--- src/rtl/lane_phase_scheduler.sv ---
// lane_phase_scheduler: day-mode phase sequencer for the 8-lane intersection.
// Runs GREEN -> YELLOW -> ALL_RED with its own timers, inserts pedestrian WALK
// phases and preempts for emergency vehicles.
// Optional starvation guard: define SCHED_STARVE_GUARD_EN to add per-lane skip
// counters that force service of a lane skipped STARVE_LIMIT times.
module lane_phase_scheduler #(
  parameter int unsigned CNT_W        = 8,
  parameter int unsigned MIN_GREEN    = 5,
  parameter int unsigned MAX_GREEN    = 30,
  parameter int unsigned YELLOW_T     = 3,
  parameter int unsigned ALLRED_T     = 1,
  parameter int unsigned WALK_T       = 10,
  parameter int unsigned STARVE_LIMIT = 4
) (
  input  logic               clk,
  input  logic               rst,
  input  logic [8*CNT_W-1:0] lane_counts,
  input  logic               ped_req,
  input  logic               emg_req,
  input  logic [2:0]         emg_lane,
  output logic [7:0]         green,
  output logic [7:0]         yellow,
  output logic               walk,
  output logic [1:0]         phase,
  output logic [2:0]         active_lane
);

  typedef enum logic [1:0] {
    PH_ALL_RED = 2'd0,
    PH_GREEN   = 2'd1,
    PH_YELLOW  = 2'd2,
    PH_WALK    = 2'd3
  } phase_e;

  localparam int unsigned TMAX_YA = (YELLOW_T > ALLRED_T) ? YELLOW_T : ALLRED_T;
  localparam int unsigned TMAX    = (WALK_T > TMAX_YA) ? WALK_T : TMAX_YA;
  localparam int unsigned TW      = $clog2(TMAX + 1);
  localparam int unsigned EW      = $clog2(MAX_GREEN + 1);

  phase_e           phase_q, phase_d;
  logic [TW-1:0]    timer_q, timer_d;
  logic [EW-1:0]    elapsed_q, elapsed_d;
  logic [2:0]       active_q, active_d;
  logic             ped_q, ped_d;
  logic             emg_q, emg_d;
  logic [7:0]       green_q, green_d;
  logic [7:0]       yellow_q, yellow_d;
  logic             walk_q, walk_d;

  logic [CNT_W-1:0] cnt [8];
  logic [2:0]       sel_lane;
  logic             any_cnt;
  logic             green_exit;

`ifdef SCHED_STARVE_GUARD_EN
  logic [3:0]       skip_q [8];
  logic [3:0]       skip_d [8];
`else
  localparam int unsigned unused_starve_limit = STARVE_LIMIT;
`endif

  // Unpack the per-lane queue counts.
  always_comb begin
    for (int unsigned i = 0; i < 8; i++) begin
      cnt[i] = lane_counts[i*CNT_W +: CNT_W];
    end
  end

  // Lane selection: largest count wins, ties go to the first lane in
  // round-robin order starting after the active lane.
  always_comb begin
    logic [2:0]       idx;
    logic [CNT_W-1:0] best;
`ifdef SCHED_STARVE_GUARD_EN
    logic             starved;
`endif
    sel_lane = active_q;
    best     = '0;
    idx      = '0;
    for (int unsigned k = 1; k <= 8; k++) begin
      idx = active_q + 3'(k);
      if (cnt[idx] > best) begin
        best     = cnt[idx];
        sel_lane = idx;
      end
    end
    any_cnt = (best != '0);
`ifdef SCHED_STARVE_GUARD_EN
    // A starved lane with traffic overrides the max-count choice.
    starved = 1'b0;
    for (int unsigned k = 1; k <= 8; k++) begin
      idx = active_q + 3'(k);
      if (!starved && (cnt[idx] != '0) && (skip_q[idx] >= 4'(STARVE_LIMIT))) begin
        starved  = 1'b1;
        sel_lane = idx;
      end
    end
`endif
  end

  // Green exit decision for the current cycle.
  always_comb begin
    green_exit = 1'b0;
    if (emg_req && (emg_lane != active_q)) begin
      green_exit = 1'b1;
    end else if (emg_req) begin
      green_exit = 1'b0;
    end else if (emg_q) begin
      green_exit = (elapsed_q >= EW'(MIN_GREEN));
    end else begin
      green_exit = ((elapsed_q >= EW'(MIN_GREEN)) && (cnt[active_q] == '0)) ||
                   (elapsed_q >= EW'(MAX_GREEN));
    end
  end

  // Next-state logic for the phase sequencer and registered outputs.
  always_comb begin
    phase_d   = phase_q;
    timer_d   = timer_q;
    elapsed_d = elapsed_q;
    active_d  = active_q;
    ped_d     = ped_q | ped_req;
    emg_d     = emg_q;
`ifdef SCHED_STARVE_GUARD_EN
    skip_d    = skip_q;
`endif

    unique case (phase_q)
      PH_ALL_RED: begin
        if (timer_q > TW'(1)) begin
          timer_d = timer_q - TW'(1);
        end else if (emg_req) begin
          phase_d   = PH_GREEN;
          active_d  = emg_lane;
          elapsed_d = EW'(1);
          emg_d     = 1'b1;
`ifdef SCHED_STARVE_GUARD_EN
          skip_d[emg_lane] = '0;
`endif
        end else if (ped_q) begin
          phase_d = PH_WALK;
          timer_d = TW'(WALK_T);
          ped_d   = 1'b0;
        end else if (any_cnt) begin
          phase_d   = PH_GREEN;
          active_d  = sel_lane;
          elapsed_d = EW'(1);
`ifdef SCHED_STARVE_GUARD_EN
          for (int unsigned i = 0; i < 8; i++) begin
            if (3'(i) == sel_lane) begin
              skip_d[i] = '0;
            end else if ((cnt[i] != '0) && (skip_q[i] != 4'hF)) begin
              skip_d[i] = skip_q[i] + 4'd1;
            end
          end
`endif
        end
      end
      PH_GREEN: begin
        if (green_exit) begin
          phase_d = PH_YELLOW;
          timer_d = TW'(YELLOW_T);
          emg_d   = 1'b0;
        end else begin
          // Saturates at MAX_GREEN; emergency hold only needs >= MIN_GREEN.
          if (elapsed_q < EW'(MAX_GREEN)) elapsed_d = elapsed_q + EW'(1);
          if (emg_req) emg_d = 1'b1;
        end
      end
      PH_YELLOW: begin
        if (timer_q > TW'(1)) begin
          timer_d = timer_q - TW'(1);
        end else begin
          phase_d = PH_ALL_RED;
          timer_d = TW'(ALLRED_T);
        end
      end
      PH_WALK: begin
        if (emg_req || (timer_q <= TW'(1))) begin
          phase_d = PH_ALL_RED;
          timer_d = TW'(ALLRED_T);
        end else begin
          timer_d = timer_q - TW'(1);
        end
      end
    endcase

    green_d  = (phase_d == PH_GREEN)  ? (8'd1 << active_d) : '0;
    yellow_d = (phase_d == PH_YELLOW) ? (8'd1 << active_d) : '0;
    walk_d   = (phase_d == PH_WALK);
  end

  // State and output registers with synchronous reset to ALL_RED.
  always_ff @(posedge clk) begin
    if (rst) begin
      phase_q   <= PH_ALL_RED;
      timer_q   <= TW'(ALLRED_T);
      elapsed_q <= '0;
      active_q  <= 3'd7;
      ped_q     <= 1'b0;
      emg_q     <= 1'b0;
      green_q   <= '0;
      yellow_q  <= '0;
      walk_q    <= 1'b0;
`ifdef SCHED_STARVE_GUARD_EN
      for (int unsigned i = 0; i < 8; i++) skip_q[i] <= '0;
`endif
    end else begin
      phase_q   <= phase_d;
      timer_q   <= timer_d;
      elapsed_q <= elapsed_d;
      active_q  <= active_d;
      ped_q     <= ped_d;
      emg_q     <= emg_d;
      green_q   <= green_d;
      yellow_q  <= yellow_d;
      walk_q    <= walk_d;
`ifdef SCHED_STARVE_GUARD_EN
      skip_q    <= skip_d;
`endif
    end
  end

  assign green       = green_q;
  assign yellow      = yellow_q;
  assign walk        = walk_q;
  assign phase       = phase_q;
  assign active_lane = active_q;

endmodule

--- config.mk ---
export PLATFORM = sky130hd
export DESIGN_NAME = lane_phase_scheduler
export DESIGN_NICKNAME = d
export VERILOG_FILES = /design/src/rtl/lane_phase_scheduler.sv
export SDC_FILE = /design/constraint.sdc
export NUM_CORES = 1
export LEC_CHECK = 0
export ABC_AREA = 0
export CAP_MARGIN = 20
export CORE_AREA = 3 3 95 164
export DETAILED_ROUTE_END_ITERATION = 12
export DIE_AREA = 0 0 98 167
export PLACE_DENSITY = 0.64
export RECOVER_POWER = 100
export SYNTH_ARGS = -nofsm -noshare
export SYNTH_HDL_FRONTEND = slang
export SYNTH_SLANG_ARGS = --single-unit
export TNS_END_PERCENT = 10
--- constraint.sdc ---
create_clock -name clk -period 32.9 [get_ports clk]
set_input_delay 6.58 -clock clk [delete_from_list [all_inputs] [get_ports clk]]
set_output_delay 6.58 -clock clk [all_outputs]
set_load 0.005 [all_outputs]
# Word level (Yosys, flattened, before mapping)
# Index checks and enable logic that the tools add are counted.
# classes
n_eq_ne	15
magnitude_cmp	21
shift	1
n_bitwise	11
n_mux	78
n_addsub	9
reduce_logical	13
# op_table
cell	count
8-bit binary-select mux with 3-bit select	8
8-bit 2-to-1 mux	24
8-bit > comparator	7
3-bit 2-to-1 mux	13
4-bit greater-or-equal comparator (second input constant)	8
3-bit inverter with 4-bit output	8
5-bit 2-to-1 mux	6
4-bit 2-to-1 mux	6
4-bit case mux with 4 select lines	1
2-bit 2-to-1 mux	7
3-bit adder (second input constant)	4
3-bit inequality test (second input constant)	4
1-bit 2-to-1 mux	10
5-bit case mux with 2 select lines	1
2-bit equality test (second input constant)	4
8-bit by 1-bit > comparator with 1-bit output (second input constant)	1
8-bit logical NOT	1
2-bit inequality test (second input constant)	4
2-bit case mux with 4 select lines	1
8-bit nonzero test	1
1-bit by 3-bit left shift with 8-bit output (first input constant)	1
3-bit by 2-bit adder with 3-bit output (second input constant)	2
6-bit AND reduction	1
5-bit by 1-bit adder with 5-bit output (second input constant)	1
other kinds (19)	24
# totals
register_bits	33
out_inout_bits	22

# Depth between registers and ports, before layout
# logic_depth
word_depth	30
mapped_depth	82
mapped_depth_nobuf	67

# Worst setup path before layout
# No wires, ideal clock.
# synth_timing
path_type	input to register
start	input port lane_counts[15]
end	register green_q[2] (netlist: green[2])
t_arrival_ns	19.822
required_ns	32.753
setup_slack_ns	12.931
path_stages	64
n_path_buf	7
setup_ns	0.147
path_cell_list	mux4_2 mux2_2 ha_1 nand4_1 o21ai_0 and2_1 clkbuf_1 nand2_1 o21ai_0 ha_1 and4b_1 a211oi_1 o22ai_1 clkbuf_1 o21a_1 ha_1 and2_1 a221o_1 (+28 left out) a21o_1 a21oi_1 nand2_1 o221a_4 buf_2 clkbuf_1 o21a_1 ha_1 a21o_1 a21o_1 a21oi_1 o21ai_0 o21a_1 nor4_2 mux2i_4 a221o_1 a31oi_1 nor4_1
# synth_between
elab_chain_len	28
# synth_lines
element	line	rtl
start: declaration	17	input logic [8*CNT_W-1:0] lane_counts,
8-bit binary-select mux with 3-bit select	82, 83	
8-bit 2-to-1 mux (implied by the code) (2 in series)	82, 83	
8-bit by 1-bit > comparator with 1-bit output	82	if (cnt[idx] > best) begin
8-bit 2-to-1 mux	82	
8-bit > comparator	82	
8-bit 2-to-1 mux	82	
8-bit > comparator	82	
8-bit 2-to-1 mux	82	
(+11 left out)	--	
2-bit 2-to-1 mux	144	end else if (any_cnt) begin
2-bit 2-to-1 mux	140	end else if (ped_q) begin
2-bit 2-to-1 mux	132	end else if (emg_req) begin
2-bit 2-to-1 mux	130	if (timer_q > TW'(1)) begin
2-bit case mux with 4 select lines	128	unique case (phase_q)
2-bit by 1-bit equality test with 1-bit output	188	green_d = (phase_d == PH_GREEN) ? (8'd1 << active_d) : '0;
1-bit inverter (no source line)	--	
2-bit OR reduction (no source line)	--	
end signal: assignment	215	green_q <= green_d;
end: declaration	46	logic [7:0] green_q, green_d;
# Several ways; a longest one is shown, not always the timed one. The select of a mux whose other input is x is not followed.
# A chain may end at the register's enable or synchronous reset.

# Final worst setup path
# layout_timing
start	input port lane_counts[59]
end	register green_q[3] (netlist: green[3])
# Same word-level chain as after synthesis.

==> results.ini <==
[floorplanning]
num_rows = 58
ios = 93
die_area_um2 = 16370
die_w_um = 98
initial_utilization = 0.4420
die_y_um = 167
core-area_um2 = 14440

[timing]
rsz0062_at_grt = no
fmax_mhz = 43.18
fin_setup_tns_ns = 0
relSlewSlack = -0.6758
skew_ns = 0.006501
period_needed_ns = 23.16
hold_viol_final = 0
period_share = 0.7039
slew_violations = 110
setup_viol = 0
worst_pin_slew_ns = 2.514

[clock_network]
htree_levels = 2
clkTransAtPathRegs_ns = 0.06
hold_buffers = 0
insertion_delay_ns = 0.29
cts_resized = 0
postCtsSetupBuffers = 0
cts_tree = built
clock-sinks = 33
cts-buffers-inserted = 5
clockBufferDepth = 2
clk_root_buffer_cell = clkbuf_16

[synth]
synth_warnings = 0
synth_cells = 705
ys_seq_area_frac = 0.1035
syn_area_per_cell_um2 = 9.053
synth_nets = 832
synthTopCellsByArea = mux4_2 (20%), ha_1 (11%), dfxtp_1 (10%), mux2_2 (7.4%), mux2i_1 (5.8%)
synth-main-ff-cell = dfxtp_1
synth_top_area_cell = mux4_2
ys_seq_elements = 33
netlist_area_um2 = 6382
synth_edf_count = 0
async_reset_ff_frac = 0
ys_types = 77
synth.top_cell.area_share = 0.1976

[grt]
grt-ovfl-total = 0
grt_pass1_vias = 6384
grt_max_degree = 40
antenna_found_initial = 0
grt_first_pass_wirelength_um = 33290
grt_usage = 0.2531

[worst_setup_path]
worstSetupStartpoint = lane_counts[59]
r2r_cells = 62
critPathRequiredTime_ns = 33.02
worst_r2r_startpoint = active_lane[0]$_SDFF_PP1_
crit_path_end_kind = flop
cp-start-kind = input pin
r2r_slack_ns = 13.57
crit_type = input pin to flop
critPathArrivalTime_ns = 23.28
critPathSlowestCell = o221a_1
critPathMaxFanout = 23
max_stage_delay_ns = 0.78

[min_path]
hold_depth = 2
min_from = timer_q[1]$_SDFFE_PP0P_
hold_path.class = flop to flop

[routing]
avgViaCountPerCell = 6.615
num_vias = 6284
drt_iter0_markers = 449
routedWlPerCell_um = 22.05
wl_um = 20940
ant_nets = 0
drt_drc_violations_left = 0
drtPass1Iterations = 5

[cells_and_area]
finish.net_count = 896
post-route-util = 0.5195
layout-drive-gt1-share = 0.1649
final_common_cell = clkdlybuf4s50_1
area_delta_synth_final_pct = 17.55
diodes = 0
fillers = 1315
most-common-layout-cells = clkdlybuf4s50_1 (71), mux4_2 (56), ha_1 (56)

[outcome]
status = complete, but fails checks
violations = max-capacitance violations, max-slew violations

[placement]
dpl.hpwl_um = 17260
finalWeightedCongestion = 1.046
port_buffers = 92

[run]
drv_cap = 3

==> cells in the mapped netlist, types with 4 or more instances <==
master and n:
a211oi_1 7, nand4_1 17, nor4_1 20, buf_1 6, mux2_2 42, nand2_1 53
mux2i_1 37, o22ai_1 6, nor2_1 52, o21a_1 9, and2_1 5, a31oi_1 6
and3_1 6, inv_1 19, a21oi_1 50, mux4_2 56, o31a_1 5, nor2b_1 7
ha_1 56, nand3_1 15, or3_1 5, nor3_1 16, buf_2 5, o21ai_0 33
a21o_1 11, dfxtp_1 33, clkbuf_1 28, nand2b_1 13, or4_1 4, xnor2_1 10
mux4_1 5
==> critical path, delay by kind of cell <==
family	cells	cell delay [ns]
buf+inv	2	0.86
compound gates	29	8.08
mux	5	1.69
simple gates	17	3.77
fa+ha+maj	7	2.30
==> layout make-up <==
cell class | instances | area [µm²] | area share
flip-flops and latches | 33 | 661.9 | 0.08823
inverters | 20 | 75.07 | 0.01001
clock inverters | 3 | 17.52 | 0.002335
clock buffers | 5 | 125.1 | 0.01668
well taps | 180 | 225.2 | 0.03002
repair buffers | 99 | 962.2 | 0.1283
multi-input cells | 610 | 5435 | 0.7245
==> per-stage QoR <==
stage          setup slack [ns]  cell area [µm²]  hold WS [ns]  std cells
6_report                  9.743             7502        0.5286        950
3_5_place_dp              10.34             7396        0.5198        941
5_1_grt                   8.318             7502        0.5483        950
4_1_cts                   10.61             7538        0.5303        949
2_1_floorplan             12.93             6382        0.4707        705
3_3_place_gp              11.21             7396        0.4931        941
==> state kept, by name, summed over array words and instances (netlist names) <==
signal and count:
emg_q 1, active_lane 3, ped_q 1, phase 2
yellow 8, green 8, timer_q 4, elapsed_q 5
walk 1
==> worst paths after layout <==
check	endpoint
min	timer_q[1]$_SDFFE_PP0P_
max reg2reg	green[3]$_SDFF_PP0_
min reg2reg	timer_q[1]$_SDFFE_PP0P_
max	green[3]$_SDFF_PP0_
==> logic make-up after synthesis <==
family                   after synthesis  synth area share
multiplexers                         143            0.3574
adder cells (fa/ha/maj)               58            0.1131
flip-flops                            33            0.1035
buffers and inverters                 62           0.04156
AND/OR/NAND/NOR                      229            0.1849
AO/OA/AOI/OAI                        167            0.1806
XOR/XNOR                              13           0.01902
==> per-layer routing <==
layer	track usage	up-vias	part of all wire
met2	0.4810	263	0.54
met4	0.1453	0	0.068
li1	-	2922	-
met5	0	-	0
met3	0.02473	79	0.043
met1	0.2631	3020	0.35
Power is left out: the tool's default activity adds up to more than one toggle a clock period on the data nets, which glitch-free logic cannot reach.
